[src/rtl/collatz_pkg.sv]
// rtl/collatz_pkg.sv - shared defaults, state encoding and constants for the Collatz sweep block
package collatz_pkg;

    localparam int DEFAULT_BITS      = 32;
    localparam int DEFAULT_OLEN_BITS = 16;
    localparam int DEFAULT_CNT_BITS  = 16;

    // A step budget of zero lets each seed run until its length counter saturates.
    localparam int STEP_UNLIMITED = 0;

    typedef enum logic [2:0] {
        ST_IDLE   = 3'd0,
        ST_LOAD   = 3'd1,
        ST_RUN    = 3'd2,
        ST_RECORD = 3'd3,
        ST_DONE   = 3'd4
    } sweep_state_t;

endpackage

[src/rtl/collatz_step.sv]
// rtl/collatz_step.sv - combinational single Collatz step with overflow and terminal detection
module collatz_step #(
    parameter int BITS = 32
) (
    input  logic [BITS-1:0] n,
    output logic [BITS-1:0] next,
    output logic            overflow,
    output logic            is_one,
    output logic            is_zero
);

    localparam logic [BITS-1:0] ONE    = {{(BITS-1){1'b0}}, 1'b1};
    localparam logic [BITS+1:0] ONE_WD = {{(BITS+1){1'b0}}, 1'b1};

    logic [BITS+1:0] triple;

    // 3n+1 as 2n + n + 1, two guard bits above BITS catch any carry out.
    assign triple   = {1'b0, n, 1'b0} + {2'b00, n} + ONE_WD;
    assign next     = n[0] ? triple[BITS-1:0] : {1'b0, n[BITS-1:1]};
    assign overflow = n[0] & (|triple[BITS+1:BITS]);
    assign is_one   = (n == ONE);
    assign is_zero  = (n == '0);

endmodule

[src/rtl/collatz_sweep_ctrl.sv]
// rtl/collatz_sweep_ctrl.sv - sweeps a seed range through collatz_step, tracking the longest orbit
module collatz_sweep_ctrl
    import collatz_pkg::*;
#(
    parameter int BITS      = DEFAULT_BITS,
    parameter int OLEN_BITS = DEFAULT_OLEN_BITS,
    parameter int CNT_BITS  = DEFAULT_CNT_BITS
) (
    input  logic                 clk,
    input  logic                 reset,
    input  logic                 start,
    input  logic [BITS-1:0]      seed_base,
    input  logic [CNT_BITS-1:0]  seed_count,
    input  logic [OLEN_BITS-1:0] step_limit,
    input  logic                 abort,
    output logic                 busy,
    output logic                 done,
    output logic [BITS-1:0]      cur_seed,
    output logic [CNT_BITS-1:0]  seeds_done,
    output logic                 best_valid,
    output logic [BITS-1:0]      best_seed,
    output logic [OLEN_BITS-1:0] best_len,
    output logic                 overflow_seen,
    output logic                 timeout_seen
);

    localparam logic [OLEN_BITS-1:0] LIM_NONE = OLEN_BITS'(STEP_UNLIMITED);
    localparam logic [OLEN_BITS-1:0] LEN_ONE  = {{(OLEN_BITS-1){1'b0}}, 1'b1};
    localparam logic [CNT_BITS-1:0]  CNT_ONE  = {{(CNT_BITS-1){1'b0}}, 1'b1};
    localparam logic [BITS-1:0]      SEED_ONE = {{(BITS-1){1'b0}}, 1'b1};

    sweep_state_t         state_q, state_d;
    logic [CNT_BITS-1:0]  seed_count_q, seed_count_d;
    logic [OLEN_BITS-1:0] step_limit_q, step_limit_d;
    logic [BITS-1:0]      cur_seed_q, cur_seed_d;
    logic [BITS-1:0]      n_q, n_d;
    logic [OLEN_BITS-1:0] len_q, len_d;
    logic                 cand_q, cand_d;
    logic [CNT_BITS-1:0]  seeds_done_q, seeds_done_d;
    logic                 best_valid_q, best_valid_d;
    logic [BITS-1:0]      best_seed_q, best_seed_d;
    logic [OLEN_BITS-1:0] best_len_q, best_len_d;
    logic                 ovf_q, ovf_d;
    logic                 tmo_q, tmo_d;

    logic [BITS-1:0] step_next;
    logic            step_ovf;
    logic            step_one;
    logic            step_zero;
    logic            budget_hit;

    collatz_step #(.BITS(BITS)) u_step (
        .n        (n_q),
        .next     (step_next),
        .overflow (step_ovf),
        .is_one   (step_one),
        .is_zero  (step_zero)
    );

    // An unlimited budget still stops at the saturation point so len never wraps.
    assign budget_hit = (step_limit_q != LIM_NONE) ? (len_q == step_limit_q)
                                                   : (len_q == '1);

    always_comb begin
        state_d      = state_q;
        seed_count_d = seed_count_q;
        step_limit_d = step_limit_q;
        cur_seed_d   = cur_seed_q;
        n_d          = n_q;
        len_d        = len_q;
        cand_d       = cand_q;
        seeds_done_d = seeds_done_q;
        best_valid_d = best_valid_q;
        best_seed_d  = best_seed_q;
        best_len_d   = best_len_q;
        ovf_d        = ovf_q;
        tmo_d        = tmo_q;

        case (state_q)
            ST_IDLE, ST_DONE: begin
                if (start) begin
                    seed_count_d = seed_count;
                    step_limit_d = step_limit;
                    cur_seed_d   = seed_base;
                    seeds_done_d = '0;
                    best_valid_d = 1'b0;
                    best_seed_d  = '0;
                    best_len_d   = '0;
                    ovf_d        = 1'b0;
                    tmo_d        = 1'b0;
                    state_d      = (seed_count == '0) ? ST_DONE : ST_LOAD;
                end
            end
            ST_LOAD: begin
                n_d     = cur_seed_q;
                len_d   = '0;
                cand_d  = 1'b0;
                state_d = abort ? ST_DONE : ST_RUN;
            end
            ST_RUN: begin
                if (abort) begin
                    state_d = ST_DONE;
                end else if (step_one) begin
                    cand_d  = 1'b1;
                    state_d = ST_RECORD;
                end else if (step_zero) begin
                    state_d = ST_RECORD;
                end else if (budget_hit) begin
                    tmo_d   = 1'b1;
                    state_d = ST_RECORD;
                end else if (step_ovf) begin
                    ovf_d   = 1'b1;
                    state_d = ST_RECORD;
                end else begin
                    n_d   = step_next;
                    len_d = len_q + LEN_ONE;
                end
            end
            ST_RECORD: begin
                // Strict greater-than keeps the earlier seed on a tie.
                if (cand_q && (!best_valid_q || (len_q > best_len_q))) begin
                    best_valid_d = 1'b1;
                    best_seed_d  = cur_seed_q;
                    best_len_d   = len_q;
                end
                seeds_done_d = seeds_done_q + CNT_ONE;
                if (abort || (seeds_done_d == seed_count_q)) begin
                    state_d = ST_DONE;
                end else begin
                    cur_seed_d = cur_seed_q + SEED_ONE;
                    state_d    = ST_LOAD;
                end
            end
            default: state_d = ST_IDLE;
        endcase
    end

    always_ff @(posedge clk or posedge reset) begin
        if (reset) begin
            state_q      <= ST_IDLE;
            seed_count_q <= '0;
            step_limit_q <= '0;
            cur_seed_q   <= '0;
            n_q          <= '0;
            len_q        <= '0;
            cand_q       <= 1'b0;
            seeds_done_q <= '0;
            best_valid_q <= 1'b0;
            best_seed_q  <= '0;
            best_len_q   <= '0;
            ovf_q        <= 1'b0;
            tmo_q        <= 1'b0;
        end else begin
            state_q      <= state_d;
            seed_count_q <= seed_count_d;
            step_limit_q <= step_limit_d;
            cur_seed_q   <= cur_seed_d;
            n_q          <= n_d;
            len_q        <= len_d;
            cand_q       <= cand_d;
            seeds_done_q <= seeds_done_d;
            best_valid_q <= best_valid_d;
            best_seed_q  <= best_seed_d;
            best_len_q   <= best_len_d;
            ovf_q        <= ovf_d;
            tmo_q        <= tmo_d;
        end
    end

    assign busy          = (state_q == ST_LOAD) || (state_q == ST_RUN) || (state_q == ST_RECORD);
    assign done          = (state_q == ST_DONE);
    assign cur_seed      = cur_seed_q;
    assign seeds_done    = seeds_done_q;
    assign best_valid    = best_valid_q;
    assign best_seed     = best_seed_q;
    assign best_len      = best_len_q;
    assign overflow_seen = ovf_q;
    assign timeout_seen  = tmo_q;

endmodule

[config.mk]
export PLATFORM = sky130hd
export DESIGN_NAME = collatz_sweep_ctrl
export DESIGN_NICKNAME = d
export VERILOG_FILES = /design/src/rtl/collatz_pkg.sv /design/src/rtl/collatz_step.sv /design/src/rtl/collatz_sweep_ctrl.sv
export SDC_FILE = /design/constraint.sdc
export NUM_CORES = 1
export LEC_CHECK = 0
export ABC_AREA = 1
export BUFFER_PORTS_ARGS = -buffer_cell sky130_fd_sc_hd__buf_2
export CORE_MARGIN = 2
export CORE_UTILIZATION = 45
export DETAILED_ROUTE_END_ITERATION = 6
export GPL_TIMING_DRIVEN = 0
export MAX_ROUTING_LAYER = met4
export SLEW_MARGIN = 10
export SYNTH_ARGS = -nofsm -noshare
export SYNTH_HDL_FRONTEND = slang
export SYNTH_SLANG_ARGS = --single-unit
[constraint.sdc]
create_clock -name clk -period 11.9 [get_ports clk]
set_input_delay 2.38 -clock clk [delete_from_list [all_inputs] [get_ports clk]]
set_output_delay 2.38 -clock clk [all_outputs]
set_load 0.01 [all_outputs]
==> impl_metrics.env, run 1 <==
export IMPL_fill_cells=3036
export IMPL_slew_headroom=0.416
export IMPL_synth_top_cell_area_share=0.337
export IMPL_end_kind="flip-flop"
export IMPL_setup_worst_path_start="n_q[0]"
export IMPL_layout_min_cycle_time_ps=3950
export IMPL_core_area_sq_um=29700
export IMPL_synth_nets=2117
export IMPL_ys_top_cells_by_count="nand2_1 (583), inv_1 (263), nand3_1 (186)"
export IMPL_min_period_over_period=0.332
export IMPL_avgSynthCellArea_sq_um=6.87
export IMPL_ir_drop_uv=147
export IMPL_finalMaxSlewViolations=0
export IMPL_synth_top_family_by_area="simple AND/OR/NAND/NOR gates"
export IMPL_grt_pass1_wl_mm=73.5
export IMPL_dp_hpwl_mm=37.6
export IMPL_wire_per_inst_microns=18.6
export IMPL_clock_sinks=183
export IMPL_outcome="completed"
export IMPL_r2r_worst_path_cells=13
export IMPL_synth_most_common_cell="nand2_1"
export IMPL_post_cts_resized=0
export IMPL_crit_path_start_kind="flip-flop"
export IMPL_synth_cells=1977
export IMPL_synthAdderAreaFrac=0.0669
export IMPL_synth_top_cell_by_area="dfrtp_1"
export IMPL_synth_xor_area_frac=0.0232
export IMPL_ant_nets=0
export IMPL_clk_latency_ps=460
export IMPL_dr_pass1_iters=6
export IMPL_initialDrtViolationCount=1102
export IMPL_multi_input_area_sq_um=7650
export IMPL_synth_area_sq_um=13600
export IMPL_wirelength_mm=47.9
export IMPL_cp_max_fo=12
export IMPL_clk_pin_slew_ps=80
export IMPL_cts_hold_buf=0
export IMPL_dieArea_sq_um=31600
export IMPL_htreeDepth=4
export IMPL_yosys_top_cells_area="dfrtp_1 (34%), nand2_1 (16%), inv_1 (7.3%)"
export IMPL_grt_pass1_vias=13200
export IMPL_antenna_found_initial=3
export IMPL_core_rowCount=63
export IMPL_min_path_type="flip-flop to flip-flop"
export IMPL_yosysUniqueCellTypes=48
export IMPL_drc=0
export IMPL_hold_viol=0
export IMPL_die_y_microns=178
export IMPL_cp_required_ps=12240
export IMPL_setup_violations=0
export IMPL_gp_congestion=1.03
export IMPL_synth_area_mux_share=0.0140
export IMPL_syn2layout_area_growth_pct=14.4
export IMPL_cts_path_max_buffers=2
export IMPL_worstReg2RegStart="n_q[0]"
export IMPL_post_cts_buffers=0
export IMPL_power_leakage_nw=8.09
export IMPL_grt_ovfl_total=0
export IMPL_synth_simple_gate_area_share=0.320
export IMPL_skew_ps=15.6
export IMPL_worst_slew_pin_slew_ps=876
export IMPL_start_util=0.457
export IMPL_seq_area_sq_um=4580
export IMPL_maxCapViolCount=0
export IMPL_io_pins=169
export IMPL_synth_ff_type="dfrtp_1"
export IMPL_p_per_area_nw_per_um2=233
export IMPL_max_freq_mhz=253
export IMPL_track_usage=0.314
export IMPL_synth_compound_area_frac=0.139
export IMPL_rrSetupSlack_ps=7950
export IMPL_postLayoutCellArea_sq_um=15500
export IMPL_nets=2305
export IMPL_drive_gt1_frac=0.129
export IMPL_die_x_microns=178
export IMPL_num_vias=13800
export IMPL_cts_buffers=17
export IMPL_yosysWarningCount=0
export IMPL_synth_edf_count=0
export IMPL_place_area_sq_um=15000
export IMPL_async_reset_ff_frac=1.00
export IMPL_critical_path_arrival_ps=4290
export IMPL_rsz0062_at_grt="false"
export IMPL_root_buffer="clkbuf_16"
export IMPL_ys_ff_latch=183
export IMPL_cts_tree="built"
export IMPL_finalSetupTns_ps=0
export IMPL_crit_end="n_q[27]"
export IMPL_seq_area_frac_synth=0.337
export IMPL_r2r_end="n_q[27]"
export IMPL_grt_max_degree=102
export IMPL_path_class="flip-flop to flip-flop"
export IMPL_portBuffers=168
export IMPL_vias_per_cell=5.38
## metal layers
layer / vias up / share of wire / track usage / routed length [microns]
met1: 6485 / 0.46 / 0.423 / 22000
met5: - / 0 / - / 0
met3: 63 / 0.060 / 0.0392 / 2870
li1: 6825 / - / - / -
met4: 0 / 0.027 / 0.114 / 1300
met2: 461 / 0.45 / 0.486 / 21700
## area by class of cell
cell class / count / area share
multi-input cells: 1466 / 0.492
flip-flops and latches: 183 / 0.295
inverters: 264 / 0.0642
repair buffers: 169 / 0.0559
well taps: 390 / 0.0314
clock buffers: 20 / 0.0300
plain buffers: 64 / 0.0234
clock inverters: 12 / 0.00749
diodes: 3 / 0.000483
## cell families (layout without fill, tap and decap cells)
logic type	count (synthesis)	in the layout
mux	19	19
compound gates	321	321
xor+xnor	36	36
other cells	0	3
fa+ha+maj	72	72
simple gates	1018	1018
buf+inv	328	529
flops	183	183
## cells in the final DEF, fill, tap and decap left out, drive strengths merged, types with 12 or more instances in the layout
cell    instances
nor2          141
nor4           16
o22ai          12
inv           267
xor2           32
nand4          33
a21oi          73
mux2i          19
a21boi         14
nand3         191
buf           197
ha             71
o21ai         185
clkbuf         56
dfrtp         183
nor3           31
nand2         590
## flip-flops by register name (all words and copies together) (netlist names), named ones only
signal and count:
best_seed 32, seeds_done 16, timeout_seen 1, cand_q 1, len_q 16, n_q 31, best_valid 1, seed_count_q 16
cur_seed 32, overflow_seen 1, state_q 3, best_len 16, step_limit_q 16
## worst max-delay path, stage by stage, from the launching register on
cell      delay, ps
dfrtp_1         420
clkbuf_1        260
inv_1           160
clkbuf_1        260
clkbuf_1        450
fa_1            600
nor2_1          170
nor2_1          110
o21ai_0         580
nand2_1         160
nand4_1         110
nand3_1          80
a21boi_0        360
o21ai_2         100
## worst min path at each step
stage                     from         endpoint  slack, ps  cells after the start
2_1_floorplan  seed_count_q[4]  seed_count_q[4]        460                      2
3_3_place_gp   seed_count_q[1]  seed_count_q[1]        490                      2
3_5_place_dp   seed_count_q[3]  seed_count_q[3]        490                      2
4_1_cts        seed_count_q[0]  seed_count_q[0]        510                      2
5_1_grt        seed_count_q[0]  seed_count_q[0]        550                      2
6_report          best_seed[0]     best_seed[0]        510                      2
## metrics by stage
| step | cells | hold WS [ps] | util | total power [mW] | setup slack [ps] |
|---|---|---|---|---|---|
| CTS | 2568 | 512 | 0.523 | 3.61 | 7940 |
| floorplan | 1977 | 462 | - | 2.34 | 4550 |
| finish | 2571 | 506 | 0.523 | 3.62 | 7950 |
| global placement | 2535 | 489 | 0.502 | 2.99 | 2100 |
| detailed placement | 2536 | 489 | 0.503 | 3.02 | 7690 |
| global route | 2571 | 549 | 0.523 | 3.90 | 7620 |
## power breakdown
| group | internal, mW | switching, mW | leakage [nW] |
|---|---|---|---|
| combinational | 0.663 | 1.33 | 5.40 |
| clock | 0.308 | 0.276 | 0.283 |
| sequential | 0.799 | 0.244 | 2.41 |
| total | 1.77 | 1.85 | 8.09 |
Note: power is estimated with default switching activity, not from simulation.
==> run 2, diff against run 1 <==
--- a/config.mk
+++ b/config.mk
@@ -12,6 +12,7 @@
 export DETAILED_ROUTE_END_ITERATION = 6
 export GPL_TIMING_DRIVEN = 0
 export MAX_ROUTING_LAYER = met4
+export PLACE_DENSITY = 0.67
 export SLEW_MARGIN = 10
 export SYNTH_ARGS = -nofsm -noshare
 export SYNTH_HDL_FRONTEND = slang
==> constraint.sdc (replaced) <==
create_clock -name clk -period 3.6 [get_ports clk]
set_input_delay 0.72 -clock clk [delete_from_list [all_inputs] [get_ports clk]]
set_output_delay 0.72 -clock clk [all_outputs]
set_load 0.01 [all_outputs]
==> run 2 against run 1 <==
  * Global-route usage fell by 0.13 points
  * Register-to-register slack got worse by 7700 ps
  * Flip-flop and latch count did not move
  * Clock skew rose by 5.1 ps
  * Non-clock buffer count rose by 4
  * Power rose to 3.3 times the previous value
  * Die area did not move
  * Final area rose by 0.47%
  * Critical path type unchanged
==> impl_metrics.env, run 2 (synthesis results as in run 1) <==
export IMPL_outcome="completed"
export IMPL_maxCapViolCount=0
export IMPL_skew_ps=20.7
export IMPL_final_cells=2573
export IMPL_post_cts_resized=2
export IMPL_dr_pass1_iters=5
export IMPL_clk_pin_slew_ps=90
export IMPL_core_area_sq_um=29700
export IMPL_nets=2309
export IMPL_pwr_share_seq=0.289
export IMPL_crit_path_start_kind="flip-flop"
export IMPL_rsz0062_at_grt="false"
export IMPL_drive_gt1_frac=0.132
export IMPL_cp_slowest_cell="fa_1"
export IMPL_dpl_cell_count=2540
export IMPL_worstReg2RegStart="n_q[0]"
export IMPL_root_buffer="clkbuf_16"
export IMPL_initialDrtViolationCount=1181
export IMPL_setup_violations=0
export IMPL_htreeDepth=4
export IMPL_ant_nets=0
export IMPL_cts_tree="built"
export IMPL_rrSetupSlack_ps=290
export IMPL_dieArea_sq_um=31600
export IMPL_hold_viol=0
export IMPL_clockPowerShare=0.159
export IMPL_cts_hold_buf=0
export IMPL_grt_ovfl_total=0
export IMPL_io_pins=169
export IMPL_syn2layout_area_growth_pct=14.9
export IMPL_num_vias=14100
export IMPL_postLayoutCellArea_sq_um=15600
export IMPL_cts_buffers=17
export IMPL_finalMaxSlewViolations=0
export IMPL_core_rowCount=63
export IMPL_clock_sinks=183
export IMPL_crit_end="n_q[27]"
export IMPL_gp_congestion=0.991
export IMPL_cp_max_fo=12
export IMPL_r2r_worst_path_cells=13
export IMPL_die_x_microns=178
export IMPL_cp_required_ps=3940
export IMPL_cts_path_max_buffers=2
export IMPL_layout_min_cycle_time_ps=3310
export IMPL_r2r_end="n_q[27]"
export IMPL_post_cts_buffers=0
export IMPL_utilization=0.525
export IMPL_internal_power_mw=5.77
export IMPL_drc=0
export IMPL_antenna_found_initial=0
export IMPL_power_leakage_nw=8.13
export IMPL_dp_hpwl_mm=37.3
export IMPL_portBuffers=168
export IMPL_min_path_type="primary input to async pin"
export IMPL_path_depth=13
export IMPL_mostFrequentLayoutCell="nand2_1"
export IMPL_max_freq_mhz=302
export IMPL_ir_drop_uv=480
export IMPL_switchingPower_mw=6.21
export IMPL_cpLargestDelayFamily="buffers and inverters"
export IMPL_final_setup_worst_slack_ps=293
export IMPL_end_kind="flip-flop"
export IMPL_critical_path_arrival_ps=3650
export IMPL_setup_worst_path_start="n_q[0]"
export IMPL_place_area_sq_um=15000
export IMPL_worst_slew_pin_slew_ps=788
export IMPL_preCtsSetupSlack_ps=-292
export IMPL_die_y_microns=178
export IMPL_vias_per_cell=5.49
export IMPL_layout_common_cells="nand2_1 (583), inv_1 (262), nand3_1 (186)"
export IMPL_track_usage=0.313
export IMPL_clk_latency_ps=460
export IMPL_grt_pass1_wl_mm=74.2
export IMPL_grt_pass1_vias=13500
export IMPL_path_class="flip-flop to flip-flop"
export IMPL_path_buf_inv=4
export IMPL_wire_per_inst_microns=18.3
export IMPL_cpPeakStageDelay_ps=510
export IMPL_pwr_share_comb=0.552
export IMPL_slew_headroom=0.474
export IMPL_grt_max_degree=36
export IMPL_min_period_over_period=0.919
export IMPL_start_util=0.457
export IMPL_swShare=0.518
export IMPL_cp_cell_sequence="clkbuf_1, inv_1, clkbuf_2, buf_2, fa_1, nor2_1, nor2_1, o21ai_2, nand2_1, nand4_1, nand3_1, a21boi_1, o21ai_2"
export IMPL_wirelength_mm=47.1
export IMPL_p_per_area_nw_per_um2=768
## run 2: worst min-delay path by stage
stage,from,slack (ps),cells after the start,endpoint
detailed placement,seed_count_q[5],490,2,seed_count_q[5]
global route,abort,420,2,state_q[1]
floorplan,seed_count_q[4],460,2,seed_count_q[4]
CTS,abort,410,2,state_q[1]
finish,reset,400,2,n_q[30]
global placement,seed_count_q[1],490,2,seed_count_q[1]
## run 2: routing by layer
metal  share of wire  global-route usage
met5               0                   -
met4           0.025              0.0963
met3           0.064              0.0338
met2            0.46               0.496
met1            0.45               0.421
## run 2: power groups by stage
stage               logic, mW  clock network, mW  registers, mW
CTS                      6.55               1.92           3.44
detailed placement       6.51                  0           3.47
global placement         6.40                  0           3.46
global route             7.34               2.02           3.53
finish                   6.61               1.90           3.47
floorplan                4.47                  0           3.26
## run 2: per-stage QoR
step                total power [mW]  TNS (ps)  hold slack (ps)
finish                          12.0         0              400
global route                    12.9         0              421
CTS                             11.9         0              406
detailed placement              9.98      -577              491
global placement                9.86   -143520              489
floorplan                       7.73         0              462
## run 2: worst reg2reg max path, stage by stage (launching register included)
cell and delay [ps]:
dfrtp_1 420, clkbuf_1 270, inv_1 160, clkbuf_2 240, buf_2 290, fa_1 510, nor2_1 200, nor2_1 130
o21ai_2 290, nand2_1 140, nand4_1 90, nand3_1 90, a21boi_1 250, o21ai_2 90
## run 2: final cells by class
cell class                      count  area, sq um
Fill cell                        2961        14100
Clock inverter                     15          153
Inverter                          264          995
Antenna cell                        1         2.50
Sequential cell                   183         4580
Clock buffer                       17          425
Tap cell                          390          488
Multi-Input combinational cell   1466         7660
Buffer                             64          367
Timing Repair Buffer              173          948
==> run 3, diff against run 2 <==
--- a/config.mk
+++ b/config.mk
@@ -16,4 +16,5 @@
 export SLEW_MARGIN = 10
 export SYNTH_ARGS = -nofsm -noshare
 export SYNTH_HDL_FRONTEND = slang
+export SYNTH_HIERARCHICAL = 1
 export SYNTH_SLANG_ARGS = --single-unit
==> run 3 against run 2 <==
  * Global-route usage fell by 0.19 points
  * Critical path depth increased by 7
  * Sequential share of layout area down 0.51 points
  * Critical path type unchanged
  * Largest power group unchanged
  * Flip-flop and latch count is the same
  * Cell count grew 3.2%
==> impl_metrics.env, run 3 <==
export IMPL_outcome="completed"
export IMPL_layout_min_cycle_time_ps=3320
export IMPL_r2r_worst_path_cells=20
export IMPL_antenna_found_initial=0
export IMPL_utilization=0.532
export IMPL_core_area_sq_um=29900
export IMPL_cp_max_fo=12
export IMPL_switchingPower_mw=6.23
export IMPL_setup_violations=0
export IMPL_htreeDepth=4
export IMPL_drc=0
export IMPL_syn2layout_area_growth_pct=15.6
export IMPL_slew_headroom=0.428
export IMPL_nets=2392
export IMPL_dp_hpwl_mm=37.2
export IMPL_start_util=0.460
export IMPL_synth_nets=2195
export IMPL_p_per_area_nw_per_um2=782
export IMPL_pwr_share_comb=0.562
export IMPL_synth_edf_count=0
export IMPL_dr_pass1_iters=5
export IMPL_num_vias=14600
export IMPL_cts_buffers=17
export IMPL_final_cells=2656
export IMPL_layout_common_cells="nand2_1 (674), inv_1 (250), nand3_1 (202)"
export IMPL_max_freq_mhz=301
export IMPL_critical_path_arrival_ps=3650
export IMPL_grt_max_degree=37
export IMPL_setup_worst_path_start="n_q[0]"
export IMPL_initialDrtViolationCount=1304
export IMPL_skew_ps=12.6
export IMPL_clockPowerShare=0.166
export IMPL_portBuffers=168
export IMPL_synth_cells=2056
export IMPL_die_x_microns=179
export IMPL_cts_hold_buf=0
export IMPL_pwr_share_seq=0.272
export IMPL_grt_pass1_wl_mm=74.4
export IMPL_dieArea_sq_um=32000
export IMPL_avgSynthCellArea_sq_um=6.69
export IMPL_worstReg2RegStart="n_q[0]"
export IMPL_worst_slew_pin_slew_ps=858
export IMPL_die_y_microns=179
export IMPL_core_rowCount=63
export IMPL_ant_nets=0
export IMPL_io_pins=169
export IMPL_maxCapViolCount=0
export IMPL_min_path_type="primary input to async pin"
export IMPL_power_leakage_nw=8.18
export IMPL_seq_area_frac_synth=0.333
export IMPL_crit_end="n_q[29]"
export IMPL_cts_tree="built"
export IMPL_hold_viol=0
export IMPL_root_buffer="clkbuf_16"
export IMPL_ir_drop_uv=456
export IMPL_ys_top_cells_by_count="nand2_1 (674), inv_1 (251), nand3_1 (202)"
export IMPL_hold_ws_ps=231
export IMPL_p_total_mw=12.4
export IMPL_crit_path_start_kind="flip-flop"
export IMPL_dpl_cell_count=2620
export IMPL_grt_ovfl_total=0
export IMPL_internal_power_mw=6.19
export IMPL_clk_pin_slew_ps=80
export IMPL_gp_congestion=0.976
export IMPL_async_reset_ff_frac=1.00
export IMPL_swShare=0.501
export IMPL_yosys_top_cells_area="dfrtp_1 (33%), nand2_1 (18%), nand3_1 (7.4%)"
export IMPL_synth_area_sq_um=13700
export IMPL_wire_per_inst_microns=17.7
export IMPL_r2r_end="n_q[29]"
export IMPL_synth_top_cell_by_area="dfrtp_1"
export IMPL_end_kind="flip-flop"
export IMPL_finalMaxSlewViolations=0
export IMPL_mostFrequentLayoutCell="nand2_1"
export IMPL_synth_top_cell_area_share=0.333
export IMPL_cp_required_ps=3930
export IMPL_clk_latency_ps=460
export IMPL_synth_ff_type="dfrtp_1"
export IMPL_track_usage=0.311
export IMPL_cts_path_max_buffers=2
export IMPL_clock_sinks=183
export IMPL_vias_per_cell=5.49
export IMPL_ys_ff_latch=183
export IMPL_wirelength_mm=47.0
export IMPL_path_class="flip-flop to flip-flop"
export IMPL_rrSetupSlack_ps=280
export IMPL_yosysWarningCount=6
export IMPL_yosysUniqueCellTypes=47
export IMPL_synth_most_common_cell="nand2_1"
export IMPL_drive_gt1_frac=0.145
export IMPL_grt_pass1_vias=13900
export IMPL_min_period_over_period=0.923
-- run 3: cell types whose count changed after synthesis, sizes merged, moves of 12 or more --
cell    delta
nand3     +14
buf       +12
xor2      -13
nor3      -12
nor2      +19
mux2i     -19
a21boi    -12
o21a      +19
a21oi     -19
nand2    +116
-- run 3: through the flow --
step	TNS, ps	setup WS [ps]	cell area (sq um)
after global placement	-133520	-753	15100
after detailed placement	-81.1	-37.1	15200
final	0	279	15900
after floorplan	0	529	13800
after CTS	0	34.5	15800
after global routing	-12.6	-12.6	15900
-- run 3: repair_timing --
| item | in CTS | in global routing |
|---|---|---|
| setup buffers | 0 | 4 |
| gates resized for setup | 1 | 10 |
| setup endpoints to repair | 15 | 49 |
-- run 3: final cells by class --
cell class / count / area (sq um)
Fill cell: 2969 / 14000
Multi-Input combinational cell: 1547 / 7820
Sequential cell: 183 / 4580
Timing Repair Buffer: 178 / 998
Inverter: 254 / 957
Tap cell: 390 / 488
Clock buffer: 17 / 425
Buffer: 72 / 422
Clock inverter: 14 / 196
Antenna cell: 1 / 2.50
-- run 3: layer usage --
metal | vias up | share of wire | GRT usage
met5 | - | 0 | -
met4 | 0 | 0.030 | 0.108
li1 | 7004 | - | -
met2 | 644 | 0.45 | 0.496
met1 | 6846 | 0.43 | 0.403
met3 | 95 | 0.081 | 0.0475
-- run 3: power by group through the flow --
stage                     clock (mW)  sequential, mW  combinational, mW
final                           2.06            3.38               6.98
after global routing            2.17            3.45               7.84
after CTS                       2.08            3.37               6.87
after detailed placement           0            3.40               6.82
after global placement             0            3.40               6.71
after floorplan                    0            3.23               4.82
-- run 3: worst max-delay path, cell delays in order, from the launching register on --
cell and delay, ps:
dfrtp_1 420, buf_6 170, inv_1 80, buf_4 170, buf_8 150, ha_1 300
nand2_1 70, nor2_1 50, nand2_1 130, nor2_2 70, a21oi_1 130, nand3_1 110
nor2_2 150, a21oi_2 110, nand2_1 110, nor3b_4 350, nand2_2 110, buf_6 170
buf_6 170, nand2_1 60, o21ai_0 80
-- run 3: worst min path at each step --
stage	from	endpoint	slack, ps
after floorplan	seed_count_q[11]	seed_count_q[11]	460
after global placement	seed_count_q[11]	seed_count_q[11]	490
after detailed placement	timeout_seen	timeout_seen	500
after CTS	reset	seed_count_q[5]	240
after global routing	reset	seed_count_q[5]	250
final	reset	seed_count_q[5]	230
-- run 3: logic make-up after synthesis --
group | count (synthesis) | synth area share
AND/OR/NAND/NOR | 1155 | 0.358
buffers and inverters | 326 | 0.0987
AO/OA/AOI/OAI | 290 | 0.125
XOR/XNOR | 31 | 0.0197
adder cells (fa/ha/maj) | 71 | 0.0652
flip-flops | 183 | 0.333
